File: src/rtl/if_else_self_demod_277.sv
// If/else segment demodulator: Hamming-scores segments, decides bits, packs words.
// Optional low-confidence counter enabled by defining DEMOD_CONF_EN.
module if_else_self_demod_277 #(
  parameter int SEG_LEN     = 4,
  parameter int WORD_BITS   = 32,
  parameter int CONF_THRESH = 8
) (
  input  logic        clk,
  input  logic        reset,
  input  logic        sync_clr,
  input  logic        seg_valid,
  output logic        seg_ready,
  input  logic [31:0] seg_data,
  input  logic [31:0] array_ref_wire,
  input  logic [31:0] array_ref_m_wire,
  output logic        word_valid,
  input  logic        word_ready,
  output logic [31:0] word_data
`ifdef DEMOD_CONF_EN
  ,
  output logic [15:0] conf_err_cnt
`endif
);

  localparam int ACC_W  = $clog2(32 * SEG_LEN + 1);
  localparam int SCNT_W = (SEG_LEN > 1) ? $clog2(SEG_LEN) : 1;
  localparam int BCNT_W = $clog2(WORD_BITS);

  if (SEG_LEN < 1 || WORD_BITS < 2 || WORD_BITS > 32 ||
      CONF_THRESH < 0) begin : g_bad_cfg
    $error("if_else_self_demod_277: bad parameters");
  end

  typedef enum logic [1:0] {
    IDLE,
    ACC,
    STALL
  } state_e;

  state_e state_q, state_d;

  logic [SCNT_W-1:0]    samp_q, samp_d;
  logic [BCNT_W-1:0]    bit_q, bit_d;
  logic [WORD_BITS-2:0] shift_q, shift_d;
  logic [ACC_W-1:0]     acc_if_q, acc_if_d;
  logic [ACC_W-1:0]     acc_el_q, acc_el_d;
  logic [31:0]          word_q, word_d;
  logic                 wvalid_q, wvalid_d;

  logic                 accept;
  logic                 last_samp;
  logic                 last_bit;
  logic                 word_fin;
  logic                 stall;
  logic                 decide;
  logic                 word_load;
  logic [5:0]           d_if;
  logic [5:0]           d_el;
  logic [ACC_W-1:0]     base_if;
  logic [ACC_W-1:0]     base_el;
  logic [ACC_W-1:0]     tot_if;
  logic [ACC_W-1:0]     tot_el;
  logic                 bit_dec;
  logic [WORD_BITS-1:0] sh_full;
  logic [31:0]          word_ext;

  function automatic logic [5:0] pop32(input logic [31:0] v);
    logic [5:0] c;
    c = '0;
    for (int i = 0; i < 32; i++) begin
      c = c + {5'd0, v[i]};
    end
    return c;
  endfunction

  assign last_samp = (samp_q == SCNT_W'(SEG_LEN - 1));
  assign last_bit  = (bit_q == BCNT_W'(WORD_BITS - 1));
  assign word_fin  = last_samp & last_bit;
  assign stall     = word_fin & wvalid_q & ~word_ready;
  assign seg_ready = ~stall;
  assign accept    = seg_valid & seg_ready;
  assign decide    = accept & last_samp & ~sync_clr;
  assign word_load = decide & last_bit;

  assign d_if = pop32(seg_data ^ array_ref_wire);
  assign d_el = pop32(seg_data ^ array_ref_m_wire);

  // In IDLE the accumulators are known to be empty.
  assign base_if = (state_q == IDLE) ? '0 : acc_if_q;
  assign base_el = (state_q == IDLE) ? '0 : acc_el_q;
  assign tot_if  = base_if + ACC_W'(d_if);
  assign tot_el  = base_el + ACC_W'(d_el);
  assign bit_dec = (tot_if <= tot_el);
  assign sh_full = {shift_q, bit_dec};

  always_comb begin
    word_ext = '0;
    word_ext[31 -: WORD_BITS] = sh_full;
  end

  always_comb begin
    state_d = state_q;
    unique case (state_q)
      IDLE: begin
        if (!sync_clr && accept) state_d = ACC;
      end
      ACC: begin
        if (sync_clr || (accept && word_fin)) state_d = IDLE;
        else if (stall)                        state_d = STALL;
      end
      STALL: begin
        if (sync_clr || (accept && word_fin)) state_d = IDLE;
        else if (!stall)                       state_d = ACC;
      end
      default: state_d = IDLE;
    endcase
  end

  always_comb begin
    samp_d   = samp_q;
    bit_d    = bit_q;
    shift_d  = shift_q;
    acc_if_d = acc_if_q;
    acc_el_d = acc_el_q;
    if (sync_clr) begin
      samp_d   = '0;
      bit_d    = '0;
      shift_d  = '0;
      acc_if_d = '0;
      acc_el_d = '0;
    end else if (accept) begin
      if (last_samp) begin
        samp_d   = '0;
        acc_if_d = '0;
        acc_el_d = '0;
        if (last_bit) begin
          bit_d   = '0;
          shift_d = '0;
        end else begin
          bit_d   = bit_q + BCNT_W'(1);
          shift_d = sh_full[WORD_BITS-2:0];
        end
      end else begin
        samp_d   = samp_q + SCNT_W'(1);
        acc_if_d = tot_if;
        acc_el_d = tot_el;
      end
    end
  end

  // A completing word may land in the same cycle the old one leaves.
  assign wvalid_d = word_load | (wvalid_q & ~word_ready);
  assign word_d   = word_load ? word_ext : word_q;

  always_ff @(posedge clk or negedge reset) begin
    if (!reset) begin
      state_q  <= IDLE;
      samp_q   <= '0;
      bit_q    <= '0;
      shift_q  <= '0;
      acc_if_q <= '0;
      acc_el_q <= '0;
      word_q   <= '0;
      wvalid_q <= 1'b0;
    end else begin
      state_q  <= state_d;
      samp_q   <= samp_d;
      bit_q    <= bit_d;
      shift_q  <= shift_d;
      acc_if_q <= acc_if_d;
      acc_el_q <= acc_el_d;
      word_q   <= word_d;
      wvalid_q <= wvalid_d;
    end
  end

  assign word_valid = wvalid_q;
  assign word_data  = word_q;

`ifdef DEMOD_CONF_EN
  localparam logic [31:0] CT = CONF_THRESH;

  logic [15:0]      conf_q, conf_d;
  logic [ACC_W-1:0] margin;

  assign margin = (tot_if >= tot_el) ? (tot_if - tot_el)
                                     : (tot_el - tot_if);

  always_comb begin
    conf_d = conf_q;
    if (decide && (32'(margin) < CT) && (conf_q != 16'hFFFF)) begin
      conf_d = conf_q + 16'd1;
    end
  end

  always_ff @(posedge clk or negedge reset) begin
    if (!reset) conf_q <= '0;
    else        conf_q <= conf_d;
  end

  assign conf_err_cnt = conf_q;
`endif

endmodule

File: config.mk
export PLATFORM = sky130hd
export DESIGN_NAME = if_else_self_demod_277
export DESIGN_NICKNAME = d
export VERILOG_FILES = /design/src/rtl/if_else_self_demod_277.sv
export SDC_FILE = /design/constraint.sdc
export NUM_CORES = 1
export LEC_CHECK = 0
export ABC_AREA = 1
export BUFFER_PORTS_ARGS = -buffer_cell sky130_fd_sc_hd__buf_2
export CAP_MARGIN = 20
export CORE_MARGIN = 3
export CORE_UTILIZATION = 40
export CTS_BUF_LIST = sky130_fd_sc_hd__clkbuf_4
export DETAILED_ROUTE_END_ITERATION = 10
export GPL_TIMING_DRIVEN = 0
export SLEW_MARGIN = 25
export SYNTH_ARGS = -nofsm -noshare
export SYNTH_HDL_FRONTEND = slang
export SYNTH_SLANG_ARGS = --single-unit
File: constraint.sdc
create_clock -name clk -period 11.94 [get_ports clk]
set_clock_uncertainty 0.1 [all_clocks]
set_input_delay 1.791 -clock clk [delete_from_list [all_inputs] [get_ports clk]]
set_output_delay 1.791 -clock clk [all_outputs]
set_load 0.01 [all_outputs]
Yosys cells after proc, flatten, opt, wreduce, memory -nomap -nowiden
Index checks and enable logic that the tools add are counted.
{ "totals": {"reg_bits": 89, "in_bits": 101, "out_inout_bits": 34, "elab_cells": 130} }
{ "op_classes": {"add_sub_neg": 66, "n_lt_le_gt_ge": 1, "eq_ne": 7, "mux": 25, "n_bitwise": 14, "n_reduce_logical": 9} }
{ "op_table": {"columns": ["cell", "n"], "rows": [
  ["$add 6x1->6", 52],
  ["$mux 31", 4],
  ["$mux 8", 8],
  ["$xor 32x32->32", 2],
  ["$mux 5", 4],
  ["$add 8x6->8", 2],
  ["$mux 2", 8],
  ["$add 5x1->6", 2],
  ["$add 4x1->5", 2],
  ["$add 3x1->4", 2],
  ["$and 1x1->1", 8],
  ["$le 8x8->1", 1],
  ["$add 2x1->3", 2],
  ["$ne 3x3->1 const B", 2],
  ["$pmux 2 s3", 1],
  ["$add 5x1->5 const B", 1],
  ["$eq 5x5->1 const B", 1],
  ["$add 1x1->2", 2],
  ["$eq 2x2->1 const B", 2],
  ["$reduce_bool 2->1", 2],
  ["$not 1->1", 3],
  ["$reduce_and 3->1", 1],
  ["$add 2x1->2 const B", 1],
  ["$eq 2x1->1 const B", 1],
  ["7 further kinds", 8]
]} }

Longest topological paths before layout
{ "logic_depth": {"word_depth": 38, "mapped_depth": 28, "depth_no_buf": 27} }

Worst setup path before layout
Ideal clock, no wire load.
{ "synth_timing": {"path_type": "input -> register", "startpoint": "input seg_data[0]", "endpoint": "register shift_q[0]", "setup_ns": 0.116, "arrival_time_ns": 6.920, "required_time_ns": 11.724, "setup_slack_ns": 4.804, "stages": 22, "n_path_buf": 0, "cell_sequence": "xor2_1 fa_1 fa_1 fa_1 fa_1 inv_1 fa_1 fa_1 fa_1 fa_1 inv_1 nand4_1 nand4_1 nand2_1 ha_1 nand2_1 nor2_1 nand2_1 nand2_1 nand2_1 nand2_1 nand2_1"} }
{ "synth_between": {"elab_chain_cells": 38, "word_cells_on_any_way": 71, "classes_between": "64 x add/sub; 1 x order compare; 4 x mux; 2 x bitwise"} }
{ "synth_lines": {"columns": ["item", "line", "source"], "rows": [
  ["from (decl)", "13", "input logic [31:0] seg_data,"],
  ["$xor 32x32->32, on equally long branches", "85, 86", null],
  ["$add 1x1->2", "71", "c = c + {5'd0, v[i]};"],
  ["$add 2x1->3", "71", null],
  ["$add 3x1->4", "71", null],
  ["$add 4x1->5", "71", null],
  ["$add 5x1->6", "71", null],
  ["$add 6x1->6 (26 in series)", "71", null],
  ["$add 8x6->8, on equally long branches", "91, 92", null],
  ["$le 8x8->1 *", "93", "assign bit_dec = (tot_if <= tot_el);"],
  ["$mux 31 *", "136", "if (last_bit) begin"],
  ["$mux 31 *", "132", "if (last_samp) begin"],
  ["$mux 31 *", "131", "end else if (accept) begin"],
  ["$mux 31 *", "125", "if (sync_clr) begin"],
  ["to (signal assigned)", "169", "shift_q <= shift_d;"],
  ["to (decl)", "44", "logic [WORD_BITS-2:0] shift_q, shift_d;"]
]} }
Mark *: on every way between the ends. The rest lies on a longest branch, timed or not. The select of a mux whose other input is x is not followed.
A chain may end at the register's enable or synchronous reset.

Worst setup path in the final report
{ "layout_timing": {"startpoint": "input seg_data[10]", "endpoint": "register word_q[0] (netlist: word_data[0])"} }
{ "layout_between": {"elab_chain_cells": 25, "word_cells_on_any_way": 49, "classes_between": "46 x add/sub; 1 x order compare; 2 x bitwise"} }
{ "layout_lines": {"columns": ["item", "line", "source"], "rows": [
  ["$xor 32x32->32, on equally long branches", "85, 86", null],
  ["$add 6x1->6 (22 in series)", "71", null],
  ["$add 8x6->8, on equally long branches", "91, 92", null],
  ["$le 8x8->1 *", "93", null],
  ["to (signal assigned)", "172", "word_q <= word_d;"],
  ["to (decl)", "47", "logic [31:0] word_q, word_d;"]
]} }
Mark *: on every way between the ends. The rest lies on a longest branch, timed or not.

==> results <==
- The routed design could run at a clock period as short as 7.29 ns.
- The pre-antenna-repair detailed-routing pass consisted of 4 iterations.
- The fraction of the cycle the final worst path needs is approximately 60%.
- The total non-filler cell area in the finished layout is 7590 um2.
- Along the worst path, the maximum fanout reaches 2.
- The run finished with clean final reports.
- The total negative setup slack is 0 ns.
- The maximum number of pins on one net before global-route repair is 61.
- STA puts the critical path data arrival time at 7.53 ns.
- The endpoint type of the worst setup path is a flip-flop.
- In this run the count of I/O pins placed on the die edge is 135.
- The die footprint is 17,700 um2.
- The number of violations of the max-capacitance limit is 0.
- The number of buffers created by CTS is 9.
- The total of hold buffers inserted after clock tree synthesis is 0.
- STA classifies the critical path startpoint as a primary input.
- The global-route wire length before repair is ~23 mm.
- The Yosys step of the flow raised 0 warnings.
- The sequential cells in the finished layout cover a total of 2230 um2.
- The number of levels in the clock H-tree is 3.
- Wires add up to 12.9 mm.
- The number of fill cells is 1,479.
- The routability congestion estimate is 0.813.
- The tightest min-delay check is of the reg2reg type.
- The net count reported at finish is 1,045.
- Leaving out fill and tap cells, the most frequent cell in the layout is sky130_fd_sc_hd__nand2_1.
- The total overflow left after global routing is 0.
- The number of global-route vias before repair came to 4,945.
- The post-cts resize count is 0.
- The class of the most critical setup path is in2reg.
- Row generation in the floorplan step produced 45 rows.
- The synthesis-to-finish area growth is 17.4%.
- Dividing the detail-routed wire length by the instance count gives 12.1 um.
- The initial core utilization is between 40% and 50%.
- The number of antenna violations at the first check in global routing was 1.
- In this run the tightest slew margin relative to its limit is 65.5%.
- The HPWL after detailed placement is 11.0 mm.
- Once detail routing completed, the nets flagged for antenna violations numbered 0.
- The register area share after synthesis is 34.4%.
- Input and output buffers added on the ports amount to 134.
- When the netlist entered floorplanning its net count stood at ~900.
- The clock tree from TritonCTS is done.
- Setup repair after global routing left no endpoint under its margin.
- The placement-stage cell area is 7430 um2.
- The overall track demand over capacity in global routing is 15.5%.
- After synthesis the cells add up to 6470 um2.
- In the layout the commonest cells are sky130_fd_sc_hd__nand2_1, sky130_fd_sc_hd__buf_2, sky130_fd_sc_hd__inv_1.
- The clock tree buffer depth is 2.
- The die is 133 um tall.
- The register bit count reported by yosys is just under 90.
- From left edge to right edge, the die measures 133 um.
- The gate count of the mapped netlist is 705.
- Using the TritonRoute via totals, the vias-per-cell ratio works out to 4.45.
- The number of hold violations in the final report is 0.
- Clock latency on the worst-skew pair, taken at its later pin, is about 0.44 ns.
- Setup violations remaining at the end of the flow were counted as 0.
- Across all layers, the routed design uses approximately 4,800 vias.
- For the worst setup path, the data required time is 12.17 ns.
- In this run the standard cell core region covers 15,500 um2.
- Timing would allow up to roughly 0.14 GHz.
- For this run, design rule violations remaining after detail routing come to 0.
- The master cell of the clock root buffer is sky130_fd_sc_hd__clkbuf_4.
- The multi-input logic area is 3640 um2.
- The max-slew violation total from the final report is 0.
- Clock-pin slew was measured on the worst setup and hold paths at 0.13 ns.
- The number of DRC markers after the initial detailed-route iteration is 182.
- The number of clock sinks is 89.
- The setup fix buffers added after clock tree synthesis is 0.
- A synthesized cell averages 9.17 um2.
- The post-route netlist has 21.7% of its cells at a drive strength greater than 1.
- The synthesized netlist contains 29 unique library cells.
- The transition time of the tightest slew-check pin is 0.518 ns.
worst max-delay path: stages:
cell and delay, ns:
sky130_fd_sc_hd__buf_2 0.12, sky130_fd_sc_hd__xnor2_1 0.22, sky130_fd_sc_hd__fa_1 0.45, sky130_fd_sc_hd__fa_1 0.54, sky130_fd_sc_hd__inv_1 0.06, sky130_fd_sc_hd__fa_1 0.48, sky130_fd_sc_hd__fa_1 0.55, sky130_fd_sc_hd__inv_1 0.06
sky130_fd_sc_hd__fa_1 0.50, sky130_fd_sc_hd__fa_1 0.52, sky130_fd_sc_hd__fa_1 0.47, sky130_fd_sc_hd__fa_1 0.42, sky130_fd_sc_hd__inv_1 0.10, sky130_fd_sc_hd__nand4_1 0.13, sky130_fd_sc_hd__nand4_1 0.12, sky130_fd_sc_hd__nand2_1 0.08
sky130_fd_sc_hd__ha_1 0.27, sky130_fd_sc_hd__nand2_1 0.07, sky130_fd_sc_hd__nor2_1 0.21, sky130_fd_sc_hd__nand2_1 0.08, sky130_fd_sc_hd__nand2_1 0.06, sky130_fd_sc_hd__nand2_1 0.08, sky130_fd_sc_hd__nand2_1 0.10, sky130_fd_sc_hd__nand2_1 0.05
state kept, by name (all words and copies together), names as in the netlist:
signal	flops
acc_if_q	8
acc_el_q	8
bit_q	5
word_data	32
state_q	2
word_valid	1
shift_q	31
samp_q	2
cells by family (layout without fill, tap and decap cells):
group / after synthesis / after routing / synth area share, %
buffers and inverters: 138 / 289 / 9.23
AOI/OAI and AO/OA: 82 / 82 / 7.08
xor gates and xnor gates: 71 / 71 / 9.62
DFF: 89 / 89 / 34.4
and+or+nand+nor: 232 / 232 / 15.6
other: 0 / 1 / 0
adders and majority gates: 93 / 93 / 24.0
per-stage QoR:
step                hold slack [ns]  cells  worst slack, ns  utilization [%]
finish                        0.392   1068             4.65             49.0
global placement              0.360   1050             4.18             47.8
detailed placement            0.365   1051             4.12             48.0
floorplan                     0.346    705             4.80                -
CTS                           0.398   1067             4.61             49.0
global route                  0.420   1068             4.39             49.0
worst paths after layout:
check	startpoint	to	slack (ns)	depth (start not counted)
worst max register to register	state_q[1]	word_data[0]	5.03	27
worst max-delay path	seg_data[10]	word_data[0]	4.65	24
min in group asynchronous	reset	samp_q[0]	1.10	1
worst min register to register	word_data[0]	word_data[0]	0.39	2
max in group asynchronous	reset	acc_el_q[6]	10.06	2
worst min-delay path	word_data[0]	word_data[0]	0.39	2
cells in the mapped netlist (all sizes together):
cell type | count | share of area (%)
nand2 | 170 | 10
inv | 124 | 7.2
dfrtp | 89 | 34
o21ai | 64 | 5.5
fa | 52 | 16
ha | 41 | 7.9
xnor2 | 41 | 5.6
xor2 | 30 | 4.1
nor2 | 28 | 2.3
nand3 | 21 | 1.7
buf | 14 | 2.0
a21oi | 9 | 0.70
nand4 | 7 | 0.68
o22ai | 7 | 0.68
and2 | 3 | 0.29
a21o | 2 | 0.23
nand3b | 2 | 0.23
nor3b | 1 | 0.12
metal layers:
metal,part of all wire [%],global-route usage [%],up-vias
met5,0,0,-
met4,0.81,3.49,0
met3,3.7,2.53,7
met2,49,26.2,89
met1,46,21.0,2185
li1,-,-,2470
cell type report:
class	count	share of cell area (%)
Antenna cell	1	0.0330
Buffer	14	1.73
Clock buffer	10	0.989
Clock inverter	6	1.01
Inverter	124	6.13
Multi-Input combinational cell	478	48.0
Sequential cell	89	29.3
Tap cell	211	3.48
Timing Repair Buffer	135	9.28
Power is left out: the tool's default activity adds up to more than one toggle a clock period on the data nets, which glitch-free logic cannot reach.
